[src/rtl/systola_skew_feeder.sv]
// -----------------------------------------------------------------------------
// systola_skew_feeder
//
// Input staging block placed directly in front of the PE array. It accepts one
// activation vector (ROWS lanes) and one weight vector (COLS lanes) per beat
// over a valid/ready handshake. Each lane is then delayed by its index, which
// gives the diagonal wavefront a systolic array needs. Once the last beat of a
// tile is in, zeros are shifted through every lane until the final product has
// reached the far-corner PE. The block then pulses done for one cycle.
//
// Parameters
//   ROWS  activation lanes (array rows)
//   COLS  weight lanes (array columns)
//   DW    lane width in bits
//
// Ports
//   clk      rising-edge clock
//   rstn     asynchronous active-low reset
//   s_valid  upstream beat valid
//   s_ready  feeder can accept a beat (depends only on state)
//   s_last   marks the final beat of a tile
//   s_a      activation vector, lane 0 in bits [0:DW-1]
//   s_w      weight vector, same lane ordering
//   in_a     skewed activations to the array, same ordering
//   in_w     skewed weights to the array, same ordering
//   fire     array accumulate enable (registered)
//   done     one-cycle pulse: tile fully accumulated
// -----------------------------------------------------------------------------
module systola_skew_feeder #(
  parameter int ROWS = 4,
  parameter int COLS = 4,
  parameter int DW   = 8
) (
  input  logic                 clk,
  input  logic                 rstn,
  input  logic                 s_valid,
  output logic                 s_ready,
  input  logic                 s_last,
  input  logic [0:DW*ROWS-1]   s_a,
  input  logic [0:DW*COLS-1]   s_w,
  output logic [0:DW*ROWS-1]   in_a,
  output logic [0:DW*COLS-1]   in_w,
  output logic                 fire,
  output logic                 done
);

  // Number of zero-shift cycles after the last beat: enough for the final
  // beat to cross the deepest activation lane and the deepest weight lane and
  // meet at the far-corner PE.
  localparam int FLUSH_LEN = ROWS + COLS - 2;
  localparam int CW        = (ROWS + COLS - 1 > 1) ? $clog2(ROWS + COLS - 1) : 1;
  localparam logic [CW-1:0] FLUSH_LOAD = CW'(FLUSH_LEN);

  typedef enum logic [1:0] {
    IDLE  = 2'd0,
    RUN   = 2'd1,
    FLUSH = 2'd2,
    DONE  = 2'd3
  } state_t;

  state_t          state_reg;
  logic [CW-1:0]   flush_cnt_reg;
  logic            fire_reg;
  logic            done_reg;

  logic            accept;
  logic            shift_en;

  // Ready is decoded from the state alone. It is also gated by reset, so the
  // upstream side sees "not ready" while the block is held in reset.
  assign s_ready = rstn && ((state_reg == IDLE) || (state_reg == RUN));
  assign accept  = s_valid && s_ready;

  // Chains move on every RUN/FLUSH cycle. They also move on the accepting
  // edge out of IDLE, so the first beat is captured. In IDLE without an
  // accept, and in DONE, every chain holds zeros, so holding is harmless.
  assign shift_en = accept || (state_reg == RUN) || (state_reg == FLUSH);

  assign fire = fire_reg;
  assign done = done_reg;

  // ---------------------------------------------------------------------------
  // Control FSM. fire/done are registered from the state being entered, so
  // they line up with the lane-0 output register.
  // ---------------------------------------------------------------------------
  always_ff @(posedge clk or negedge rstn) begin
    if (!rstn) begin
      state_reg     <= IDLE;
      flush_cnt_reg <= '0;
      fire_reg      <= 1'b0;
      done_reg      <= 1'b0;
    end else begin
      fire_reg <= 1'b0;
      done_reg <= 1'b0;
      unique case (state_reg)
        IDLE: begin
          if (accept) begin
            fire_reg <= 1'b1;
            if (s_last) begin
              state_reg     <= FLUSH;
              flush_cnt_reg <= FLUSH_LOAD;
            end else begin
              state_reg <= RUN;
            end
          end
        end
        RUN: begin
          // A stall keeps fire high: the bubble is a zero product.
          fire_reg <= 1'b1;
          if (accept && s_last) begin
            state_reg     <= FLUSH;
            flush_cnt_reg <= FLUSH_LOAD;
          end
        end
        FLUSH: begin
          if (flush_cnt_reg != '0) begin
            flush_cnt_reg <= flush_cnt_reg - CW'(1);
            fire_reg      <= 1'b1;
          end else begin
            state_reg <= DONE;
            done_reg  <= 1'b1;
          end
        end
        DONE: begin
          state_reg <= IDLE;
        end
        default: begin
          state_reg <= IDLE;
        end
      endcase
    end
  end

  // ---------------------------------------------------------------------------
  // Activation skew lines: lane r is r+1 registers deep, so a value accepted
  // at edge E reaches the output after edge E+r.
  // ---------------------------------------------------------------------------
  genvar gi;
  generate
    for (gi = 0; gi < ROWS; gi++) begin : g_a_lane
      logic [DW-1:0] sr_reg [0:gi];

      always_ff @(posedge clk or negedge rstn) begin
        if (!rstn) begin
          for (int k = 0; k <= gi; k++) begin
            sr_reg[k] <= '0;
          end
        end else if (shift_en) begin
          sr_reg[0] <= accept ? s_a[gi*DW +: DW] : '0;
          for (int k = 1; k <= gi; k++) begin
            sr_reg[k] <= sr_reg[k-1];
          end
        end
      end

      assign in_a[gi*DW +: DW] = sr_reg[gi];
    end

    // Weight skew lines: lane c is c+1 registers deep.
    for (gi = 0; gi < COLS; gi++) begin : g_w_lane
      logic [DW-1:0] sr_reg [0:gi];

      always_ff @(posedge clk or negedge rstn) begin
        if (!rstn) begin
          for (int k = 0; k <= gi; k++) begin
            sr_reg[k] <= '0;
          end
        end else if (shift_en) begin
          sr_reg[0] <= accept ? s_w[gi*DW +: DW] : '0;
          for (int k = 1; k <= gi; k++) begin
            sr_reg[k] <= sr_reg[k-1];
          end
        end
      end

      assign in_w[gi*DW +: DW] = sr_reg[gi];
    end
  endgenerate

endmodule

[config.mk]
export PLATFORM = sky130hd
export DESIGN_NAME = systola_skew_feeder
export DESIGN_NICKNAME = d
export VERILOG_FILES = /design/src/rtl/systola_skew_feeder.sv
export SDC_FILE = /design/constraint.sdc
export NUM_CORES = 1
export LEC_CHECK = 0
export BUFFER_PORTS_ARGS = -buffer_cell sky130_fd_sc_hd__buf_2
export CAP_MARGIN = 20
export CORE_MARGIN = 2
export CORE_UTILIZATION = 59
export DETAILED_ROUTE_END_ITERATION = 7
export MAX_ROUTING_LAYER = met4
export PLACE_DENSITY = 0.85
export SYNTH_ARGS = -nofsm -noshare
export SYNTH_HDL_FRONTEND = slang
export SYNTH_SLANG_ARGS = --single-unit
[constraint.sdc]
create_clock -name clk -period 6 [get_ports clk]
set_input_delay 0.9 -clock clk [delete_from_list [all_inputs] [get_ports clk]]
set_output_delay 0.9 -clock clk [all_outputs]
set_load 0.01 [all_outputs]
### Word level (Yosys, flattened, before mapping)

Index checks and enable logic that the tools add are counted.

* register bits: 167
* input port bits: 68
* output and inout port bits: 67

* $add $sub $neg: 1
* equal/unequal tests: 8
* mux-type cells: 23
* reductions and logical operators: 11

Operators with widths (count)
* 8-bit two-way mux: 8
* 3-bit two-way mux: 4
* 3-bit case mux with 3 select lines: 1
* 2-bit two-way mux: 4
* 2-bit case mux with 4 select lines: 1
* 2-bit inequality test (second input constant): 3
* 3-bit nonzero test: 2
* 5-bit AND reduction: 1
* 2-bit == test (second input constant): 2
* 1-bit two-way mux: 4
* 2-bit by 1-bit inequality test with 1-bit output (second input constant): 2
* 1-bit logical AND: 3
* 1-bit logical OR: 3
* 1-bit case mux with 3 select lines: 1
* 3-bit AND reduction: 1
* 3-bit by 1-bit subtractor with 3-bit output (second input constant): 1
* 2-bit by 1-bit == test with 1-bit output (second input constant): 1
* 2-bit logical NOT: 1

### Longest topological paths before layout

Gate-level depths: netlist of the first run.

* depth after elaboration: 7
* mapped depth: 7
* gate-level depth less buffers: 6

### Worst setup path after synthesis of the first run

OpenSTA, ideal clock, no wires.

* kind: input port to flip-flop
* from: input port s_valid
* to: register g_a_lane[3].sr_reg[10] (netlist name)
* arrival time: 1.959 ns
* required time: 5.872 ns
* slack: 3.913 ns
* cell stages on the path: 4
* cells stage by stage: a311oi_2 > buf_2 > buf_4 > mux2_1

* word-level cells in the longest chain between the ends: 3

Ends and longest elaborated chain
* from (decl): RTL line 36 `input logic s_valid,`
* 1-bit logical AND: RTL line 72 `assign accept = s_valid && s_ready;`
* 1-bit logical OR (2 in a row): RTL line 77 `assign shift_en = accept || (state_reg == RUN) || (state_reg == FLUSH);`
* to (signal, indexed assignment): RTL line 151 `sr_reg[k] <= sr_reg[k-1];`
* to (decl): RTL line 141 `logic [DW-1:0] sr_reg [0:gi];`

Every way passes these cells.
A chain may end at the register's enable or synchronous reset.

### Worst setup path in the final report of the first run

* from: input port rstn
* to: output port s_ready

* word-level cells in the longest chain between the ends: 1

Ends and longest elaborated chain
* from (decl): RTL line 35 `input logic rstn,`
* 1-bit logical AND: RTL line 71 `assign s_ready = rstn && ((state_reg == IDLE) || (state_reg == RUN));`
* to (decl): RTL line 37 `output logic s_ready,`

Every way passes these cells.

==> results_dict.tcl, run 1 <==
set metrics [dict create \
    status "finished clean" \
    wl_per_cell_um 17.3 \
    crit_path_max_fanout 104 \
    antenna_found_initial 0 \
    async_reset_ff_frac 1.00 \
    seq_area_frac_synth 0.634 \
    synth_fp_nets 511 \
    ant_nets 0 \
    clk_pin_slew_ns 0.06 \
    ys_top_cells_by_area "dfrtp_1 63%, mux2_2 11%, a22o_1 8.5%" \
    tritoncts "done" \
    viasPerCell 5.45 \
    portBuffers 134 \
    syn_inst 436 \
    syn_avg_cell_area_um2 15.1 \
    clk_latency_ns 0.52 \
    crit_required_ns 5.10 \
    cts.sinks 167 \
    power.density_nw_per_um2 550 \
    rows 38 \
    firstDrtPassIters 4 \
    cts_root_buffer "clkbuf_8" \
    syn2layout_area_growth_pct 15.1 \
    hpwl_um 7400 \
    worst_pin_slew_ns 0.913 \
    hold_viol_final 0 \
    maxCapViolCount 0 \
    fin_setup_tns_ns 0 \
    io-pin-count 135 \
    grt_pass1_wl_um 19000 \
    wirelength_um 11700 \
    final_cell_mix "167 x dfrtp_1, 133 x buf_2, 64 x a22o_1" \
    ys_ff_latch 167 \
    synth_area_um2 6590 \
    p_leak_nw 4.08 \
    vdd_ir_drop_max_mv 0.283 \
    grt_pass1_vias 3861 \
    vias 3677 \
    synth_edf_count 0 \
    cts_hold_buf 0 \
    cts_setup_buffers 0 \
    yosys_warnings 0 \
    core-area_um2 10900 \
    cts_buffer_depth 2 \
    hold_slack_ns 0.456 \
    synth_ff_type "dfrtp_1" \
    start_util 0.605 \
    die_w_um 110 \
    rsz0062_at_grt "false" \
    grt_remaining_overflow 0 \
    crit_chain "buf_6 -> buf_4 -> nor2b_1 -> buf_2" \
    grt_max_degree 105 \
    slowest_stage "buf_4" \
    drc 0 \
    hold_class "input port to asynchronous set/reset pin" \
    synth_largest_area_cell "dfrtp_1" \
    nNetsFinal 597 \
    numCtsBuffers 17 \
    finalSetupViolCount 0 \
    htree_levels 4 \
    synth_cell_type_count 21 \
    first_iter_violations 125 \
    skew_ns 0.00803 \
    dieArea_um2 12000 \
    start_kind "input port" \
    antenna_cells 0 \
    crit_arrival_ns 2.68 \
    final_max_slew_viol_count 0 \
    worst-setup-path-type "input port to primary output" \
    synth_top_area_frac 0.634 \
    layout_commonest_cell "dfrtp_1" \
    drive_gt1_frac 0.437 \
    slowest_delay_ns 0.80 \
    cts_resized 0 \
    die_h_um 110 \
    grt_usage 0.218 \
    routabilityCongestion 0.744 \
    layout_min_cycle_time_ns 3.58 \
    max_freq_mhz 280 \
    critPathCaptureType "primary output" \
    period_share 0.596 \
    slew_headroom 0.391 \
]
## power breakdown
part / switching (mW) / leakage [nW] / total (mW) / internal, mW
Combinational: 0.703 / 1.55 / 1.38 / 0.675
Clock: 0.407 / 0.279 / 1.03 / 0.623
Sequential: 0.216 / 2.25 / 1.76 / 1.55
## through the flow
| stage | worst slack, ns | utilization | std cells | power (mW) | area (µm²) |
|---|---|---|---|---|---|
| after detailed placement | 2.24 | 0.644 | 643 | 3.16 | 7020 |
| after CTS | 2.29 | 0.696 | 675 | 4.22 | 7580 |
| after global placement | 2.33 | 0.644 | 643 | 3.06 | 7020 |
| after global routing | 2.04 | 0.696 | 675 | 4.43 | 7580 |
| after floorplan | 3.91 | - | 436 | 2.92 | 6590 |
| final | 2.42 | 0.696 | 675 | 4.17 | 7580 |
## worst max-delay path: cells and delay by family
kind,cells,cell delay (ns)
buffers and inverters,3,1.56
and+or+nand+nor,1,0.20
## synth_stat cells (2+ instances only)
cell / instances
mux2_2: 63
buf_4: 52
buf_2: 14
dfrtp_1: 167
nand2_1: 4
mux2_1: 36
nor2_1: 4
ha_1: 7
a22o_1: 64
nor2b_1: 2
inv_1: 6
buf_1: 2
clkbuf_1: 4
mux2i_1: 4
## path summary, 6_finish.rpt
kind	from	endpoint	slack, ns	cells past startpoint
min in group clk	in_a[22]$_DFFE_PN0P_	in_a[22]$_DFFE_PN0P_	0.48	1
worst min register to register	in_a[22]$_DFFE_PN0P_	in_a[22]$_DFFE_PN0P_	0.48	1
max in group asynchronous	rstn	g_a_lane[3].sr_reg[15]$_DFFE_PN0P_	4.20	2
worst max-delay path	rstn	s_ready	2.42	4
worst max register to register	state_reg[0]$_DFFE_PN0P_	in_w[22]$_DFFE_PN0P_	3.11	6
worst min-delay path	rstn	in_w[12]$_DFFE_PN0P_	0.46	1
## cell type report
cell class,count,area (µm²)
clock buffer,24,470
clock inverter,8,96.3
fill,734,3310
inverter,6,22.5
multi-input combinational,191,1920
sequential,167,4180
tap,140,175
timing repair buffer,139,714
## logic make-up (layout without fill, tap and decap cells)
logic type / Yosys count / count (layout) / synth area share
flops: 167 / 167 / 0.634
fa+ha+maj: 7 / 7 / 0.0133
mux: 103 / 103 / 0.175
compound gates: 67 / 67 / 0.0906
buf+inv: 78 / 177 / 0.0767
simple gates: 14 / 14 / 0.0101
## per-layer routing
layer / GRT usage / up-vias / share of wire
met5: - / - / 0
met4: 0.0949 / 0 / 0.012
met3: 0.0569 / 13 / 0.054
met2: 0.347 / 116 / 0.50
met1: 0.267 / 1866 / 0.44
li1: - / 1682 / -
Power figures use the tool's default switching activity.
==> run 2: changes to the inputs <==
Settings changed: ABC_AREA from default to 1, CORE_UTILIZATION 59 to 50, PLACE_DENSITY 0.85 to 0.76.
Clock period 6 ns to 3.1 ns, I/O delays scaled along.
==> run 2 against run 1 <==
Setup slack worse by 1.6 ns. Clock-buffer cell count stayed put. Cell count is 47% higher. Clock skew is 0.0034 ns lower. Utilization is 11 points lower. Critical endpoint unchanged. Largest power group unchanged. Routed wire length is 15% higher. Clock power is 110% higher. Via count is 32% higher.
==> results_dict.tcl, run 2 <==
set metrics [dict create \
    status "finished clean" \
    nNetsFinal 874 \
    crit_chain "dlygate4sd3_1 -> buf_6 -> o21a_2 -> buf_2" \
    clk_latency_ns 0.41 \
    synthTopCellsByCount "167 x dfrtp_1, 105 x inv_1, 77 x o21ai_0" \
    synthAdderAreaFrac 0.0122 \
    start_kind "input port" \
    firstDrtPassIters 5 \
    skew_ns 0.00462 \
    synth_area_um2 7180 \
    cts_setup_buffers 0 \
    first_iter_violations 318 \
    fin_cells 991 \
    hold_viol_final 0 \
    async_reset_ff_frac 1.00 \
    p_seq_frac 0.384 \
    hold_class "input port to flip-flop" \
    io-pin-count 135 \
    viasPerCell 4.89 \
    grt_usage 0.189 \
    rows 43 \
    synth_largest_area_cell "dfrtp_1" \
    r2r-start "state_reg[0]$_DFFE_PN0P_" \
    die_h_um 124 \
    vdd_ir_drop_max_mv 0.611 \
    wl_per_cell_um 13.5 \
    maxCapViolCount 0 \
    die_w_um 124 \
    start_util 0.515 \
    vias 4846 \
    max_freq_mhz 446 \
    p_int_mw 5.92 \
    slowest_stage "dlygate4sd3_1" \
    htree_levels 4 \
    grt_pass1_vias 4618 \
    cts_root_buffer "clkbuf_16" \
    ant_nets 0 \
    synth.most_common_cell "dfrtp_1" \
    core-area_um2 13900 \
    grt_max_degree 164 \
    layout_commonest_cell "dfrtp_1" \
    final_max_slew_viol_count 0 \
    syn2layout_area_growth_pct 13.3 \
    antenna_cells 0 \
    seq_area_frac_synth 0.582 \
    layout_min_cycle_time_ns 2.24 \
    critPathCaptureType "primary output" \
    yosys_warnings 0 \
    crit_end "s_ready" \
    cts_buffer_depth 2 \
    synth_top_area_frac 0.582 \
    worst-setup-path-type "input port to primary output" \
    synth_edf_count 0 \
    drive_gt1_frac 0.258 \
    ys_ff_latch 167 \
    netSwitchingFraction 0.370 \
    p_clk_frac 0.236 \
    hpwl_um 8440 \
    dieArea_um2 15300 \
    cts.sinks 167 \
    antenna_found_initial 0 \
    synth_cell_type_count 21 \
    power.density_nw_per_um2 1160 \
    synth-simple-area-share 0.117 \
    routabilityCongestion 0.776 \
    r2r_setup_slack_ns 0.86 \
    power_switching_mw 3.48 \
    holdPathStages 3 \
    crit_path_max_fanout 15 \
    synth_top_family_by_area "buffers and inverters" \
    critPathLaunch "rstn" \
    synth_mux_area_frac 0 \
    fillCellCount 1216 \
    synth_fp_nets 803 \
    cts_resized 0 \
    crit_required_ns 2.63 \
    final_cell_mix "167 x dfrtp_1, 133 x buf_2, 105 x inv_1" \
    synth-compound-area-share 0.135 \
    slew_headroom 0.363 \
    fin_setup_tns_ns 0 \
    p_leak_nw 3.94 \
    numCtsBuffers 17 \
    place_inst 959 \
    syn_avg_cell_area_um2 9.86 \
    clk_pin_slew_ns 0.06 \
    crit_arrival_ns 1.78 \
    synth_xor_area_frac 0 \
    portBuffers 134 \
    finalSetupViolCount 0 \
    tritoncts "done" \
    worst_pin_slew_ns 0.955 \
    worst_r2r_endpoint "in_w[14]$_DFFE_PN0P_" \
    grt_pass1_wl_um 21700 \
    ys_top_cells_by_area "dfrtp_1 58%, buf_4 5.9%, inv_1 5.5%" \
    syn_inst 728 \
    period_share 0.723 \
    slowest_delay_ns 0.59 \
    wirelength_um 13400 \
    drc 0 \
    synth_ff_type "dfrtp_1" \
    grt_remaining_overflow 0 \
    pwr-share-comb 0.381 \
    reg2reg_depth 9 \
    rsz0062_at_grt "false" \
]
-- run 2: cell count changes in the layout (fill, tap and decap cells not counted), sizes merged, moves of 4 or more --
| cell | previous run | this run |
|---|---|---|
| a21oi | 0 | 65 |
| a22o | 64 | 0 |
| clkinv | 5 | 1 |
| inv | 6 | 108 |
| mux2 | 99 | 0 |
| mux2i | 4 | 0 |
| nand2 | 4 | 50 |
| nand3 | 0 | 69 |
| nand4 | 0 | 4 |
| nor2 | 5 | 68 |
| o21ai | 0 | 98 |
-- run 2: kinds of logic (layout without fill, tap and decap cells) --
group | after synthesis | after routing
compound gates | 166 | 166
flops | 167 | 167
fa+ha+maj | 7 | 7
buf+inv | 197 | 280
simple gates | 191 | 191
-- run 2: per-stage QoR --
step            util  power, mW  cell area, µm²  setup slack, ns  hold WS [ns]
6_report       0.583       9.39            8130            0.858         0.289
5_1_grt        0.583       10.2            8130            0.661         0.278
4_1_cts        0.583       9.51            8130            0.847         0.271
3_5_place_dp   0.538       7.25            7500            0.856         0.278
3_3_place_gp   0.538       7.09            7500            0.890         0.274
2_1_floorplan      -       6.94            7180             1.50         0.169
-- run 2: what timing repair did --
item,in CTS,in global routing
endpoints found under the hold margin,4,0
hold buffers,1,0
endpoints found under the setup margin,0,0
-- run 2: cell type report --
class,instances,area (µm²),share of cell area
well taps,180,225,0.0277
flip-flops and latches,167,4180,0.514
repair buffers,142,802,0.0987
clock inverters,7,141,0.0174
clock buffers,24,482,0.0593
inverters,107,402,0.0494
multi-input cells,364,1900,0.233
-- run 2: worst min path at each step --
stage                 start                                 end
finish              s_a[25]  g_a_lane[3].sr_reg[30]$_DFFE_PN0P_
global route        s_w[19]  g_w_lane[2].sr_reg[20]$_DFFE_PN0P_
CTS                 s_a[25]  g_a_lane[3].sr_reg[30]$_DFFE_PN0P_
global placement       rstn            state_reg[1]$_DFFE_PN0P_
detailed placement     rstn                      fire$_DFF_PN0_
floorplan              rstn                      done$_DFF_PN0_
-- run 2: worst max-delay path: cells and delay by family --
kind                   cells  cell delay, ns
AO/OA/AOI/OAI              1            0.34
buffers and inverters      3            0.97
-- run 2: power groups by stage --
stage                     Clock [mW]  Sequential (mW)  Combinational (mW)
after floorplan                    0             3.59                3.35
after global placement             0             3.60                3.49
after detailed placement           0             3.65                3.60
after CTS                       2.27             3.62                3.63
after global routing            2.36             3.72                4.10
final                           2.21             3.60                3.57
-- run 2: per-layer routing --
layer / track usage / wire [µm] / up-vias
met5: - / 0 / -
met4: 0.0632 / 238 / 0
met1: 0.242 / 5940 / 2309
met3: 0.0527 / 679 / 14
li1: - / - / 2410
met2: 0.293 / 6500 / 113
==> run 3: changes to the inputs <==
Settings changed: ABC_AREA 1 to 0, CORE_UTILIZATION 50 to 49, PLACE_DENSITY 0.76 to 0.75.
Clock period 3.1 ns to 1.88 ns, I/O delays scaled along.
==> run 3 against run 2 <==
The run now ends with setup timing left. Utilization rose by 4.8 points. Largest power group is now combinational logic. Non-clock buffer count rose by 31. Cell count fell by 25%. Global-route usage fell by 0.40 points. Clock power rose by 51%.
==> results_dict.tcl, run 3 (synthesis results as in run 1) <==
set metrics [dict create \
    status "complete, but fails checks" \
    violations "setup timing" \
    worst_pin_slew_ns 0.702 \
    cts_root_buffer "clkbuf_16" \
    die_w_um 120 \
    critPathCaptureType "flip-flop" \
    max_freq_mhz 530 \
    viasPerCell 5.25 \
    hold_viol_final 0 \
    antenna_found_initial 0 \
    dieArea_um2 14400 \
    grt_usage 0.185 \
    grt_remaining_overflow 0 \
    htree_levels 4 \
    first_iter_violations 180 \
    holdPathStages 2 \
    cts.sinks 167 \
    crit_path_max_fanout 18 \
    layout_min_cycle_time_ns 1.89 \
    fin_ws_ns -0.00591 \
    drive_gt1_frac 0.515 \
    wl_per_cell_um 17.9 \
    ant_nets 0 \
    r2r_setup_slack_ns -0.006 \
    wirelength_um 13300 \
    drc 0 \
    fin_util 0.632 \
    grt_pass1_wl_um 19900 \
    hold_class "input port to flip-flop" \
    numCtsBuffers 17 \
    p_leak_nw 4.45 \
    io-pin-count 135 \
    crit_arrival_ns 2.20 \
    slew_headroom 0.532 \
    clk_latency_ns 0.43 \
    hpwl_um 7950 \
    skew_ns 0.00825 \
    syn2layout_area_growth_pct 26.4 \
    nNetsFinal 631 \
    period_share 1.00 \
    portBuffers 134 \
    power.density_nw_per_um2 1860 \
    tritoncts "done" \
    start_kind "flip-flop" \
    vias 3899 \
    antenna_cells 0 \
    crit_required_ns 2.19 \
    worst-setup-path-type "flip-flop to flip-flop" \
    finalSetupViolCount 1 \
    layout_commonest_cell "dfrtp_1" \
    core-area_um2 13200 \
    rsz0062_at_grt "true" \
    grt_max_degree 85 \
    start_util 0.500 \
    firstDrtPassIters 4 \
    final_max_slew_viol_count 0 \
    fillCellCount 970 \
    final_cell_mix "167 x dfrtp_1, 132 x buf_2, 64 x a22o_1" \
    rows 42 \
    grt_pass1_vias 3988 \
    fin_setup_tns_ns -0.00591 \
    die_h_um 120 \
    maxCapViolCount 0 \
    vdd_ir_drop_max_mv 0.945 \
    cts_buffer_depth 2 \
    clk_pin_slew_ns 0.06 \
    reg2reg_depth 6 \
    routabilityCongestion 0.744 \
]
run 3: stage by stage:
| step | hold slack, ns | power, mW | instances | worst slack [ns] | instance area (µm²) |
|---|---|---|---|---|---|
| 2_1_floorplan | -0.0136 | 9.32 | 436 | 0.00484 | 6590 |
| 3_3_place_gp | 0.0794 | 10.3 | 695 | -0.0490 | 7260 |
| 3_5_place_dp | 0.0790 | 10.6 | 695 | -0.128 | 7260 |
| 4_1_cts | 0.0545 | 14.2 | 729 | -0.0299 | 7900 |
| 5_1_grt | 0.0610 | 16.3 | 743 | -0.0670 | 8330 |
| 6_report | 0.0739 | 15.5 | 743 | -0.00591 | 8330 |
run 3: area by class of cell:
class	count	area, µm²	area share
clock buffer	21	460	0.0553
multi-input combinational	191	2180	0.262
tap	176	220	0.0264
timing repair buffer	173	1160	0.140
sequential	167	4180	0.502
inverter	6	22.5	0.00270
clock inverter	9	103	0.0123
run 3: what timing repair did:
action / CTS / global route
endpoints found under the hold margin: 25 / 0
buffers inserted: 3 / 10
setup endpoints to repair: 107 / 103
cloned: 0 / 3
resized for setup: 10 / 66
hold buffers: 1 / 0
pin swaps: 2 / 4
run 3: critical path, stage by stage, from the launching register on:
cell and delay [ns]:
dfrtp_1 0.39, inv_2 0.09, ha_4 0.19, a311oi_4 0.35, buf_6 0.20, buf_12 0.18
mux2_2 0.36
run 3: power breakdown:
part	switching (mW)	internal (mW)	leakage [nW]	total [mW]
clock network	1.33	2.00	0.271	3.33
registers	0.743	4.94	2.25	5.69
logic	2.82	3.66	1.93	6.47
run 3: final timing paths:
kind,startpoint,endpoint
setup / recovery,state_reg[1]$_DFFE_PN0P_,g_w_lane[2].sr_reg[11]$_DFFE_PN0P_
hold / removal,s_a[0],g_a_lane[0].sr_reg[7]$_DFFE_PN0P_
setup reg to reg,state_reg[1]$_DFFE_PN0P_,g_w_lane[2].sr_reg[11]$_DFFE_PN0P_
hold reg to reg,in_a[31]$_DFFE_PN0P_,in_a[31]$_DFFE_PN0P_
max in group asynchronous,rstn,g_w_lane[2].sr_reg[18]$_DFFE_PN0P_
min in group asynchronous,rstn,done$_DFF_PN0_
run 3: metal layers:
layer	GRT usage	vias up	part of all wire
li1	-	1744	-
met1	0.217	2019	0.42
met2	0.305	113	0.52
met3	0.0437	23	0.043
met4	0.0824	0	0.018
met5	-	-	0
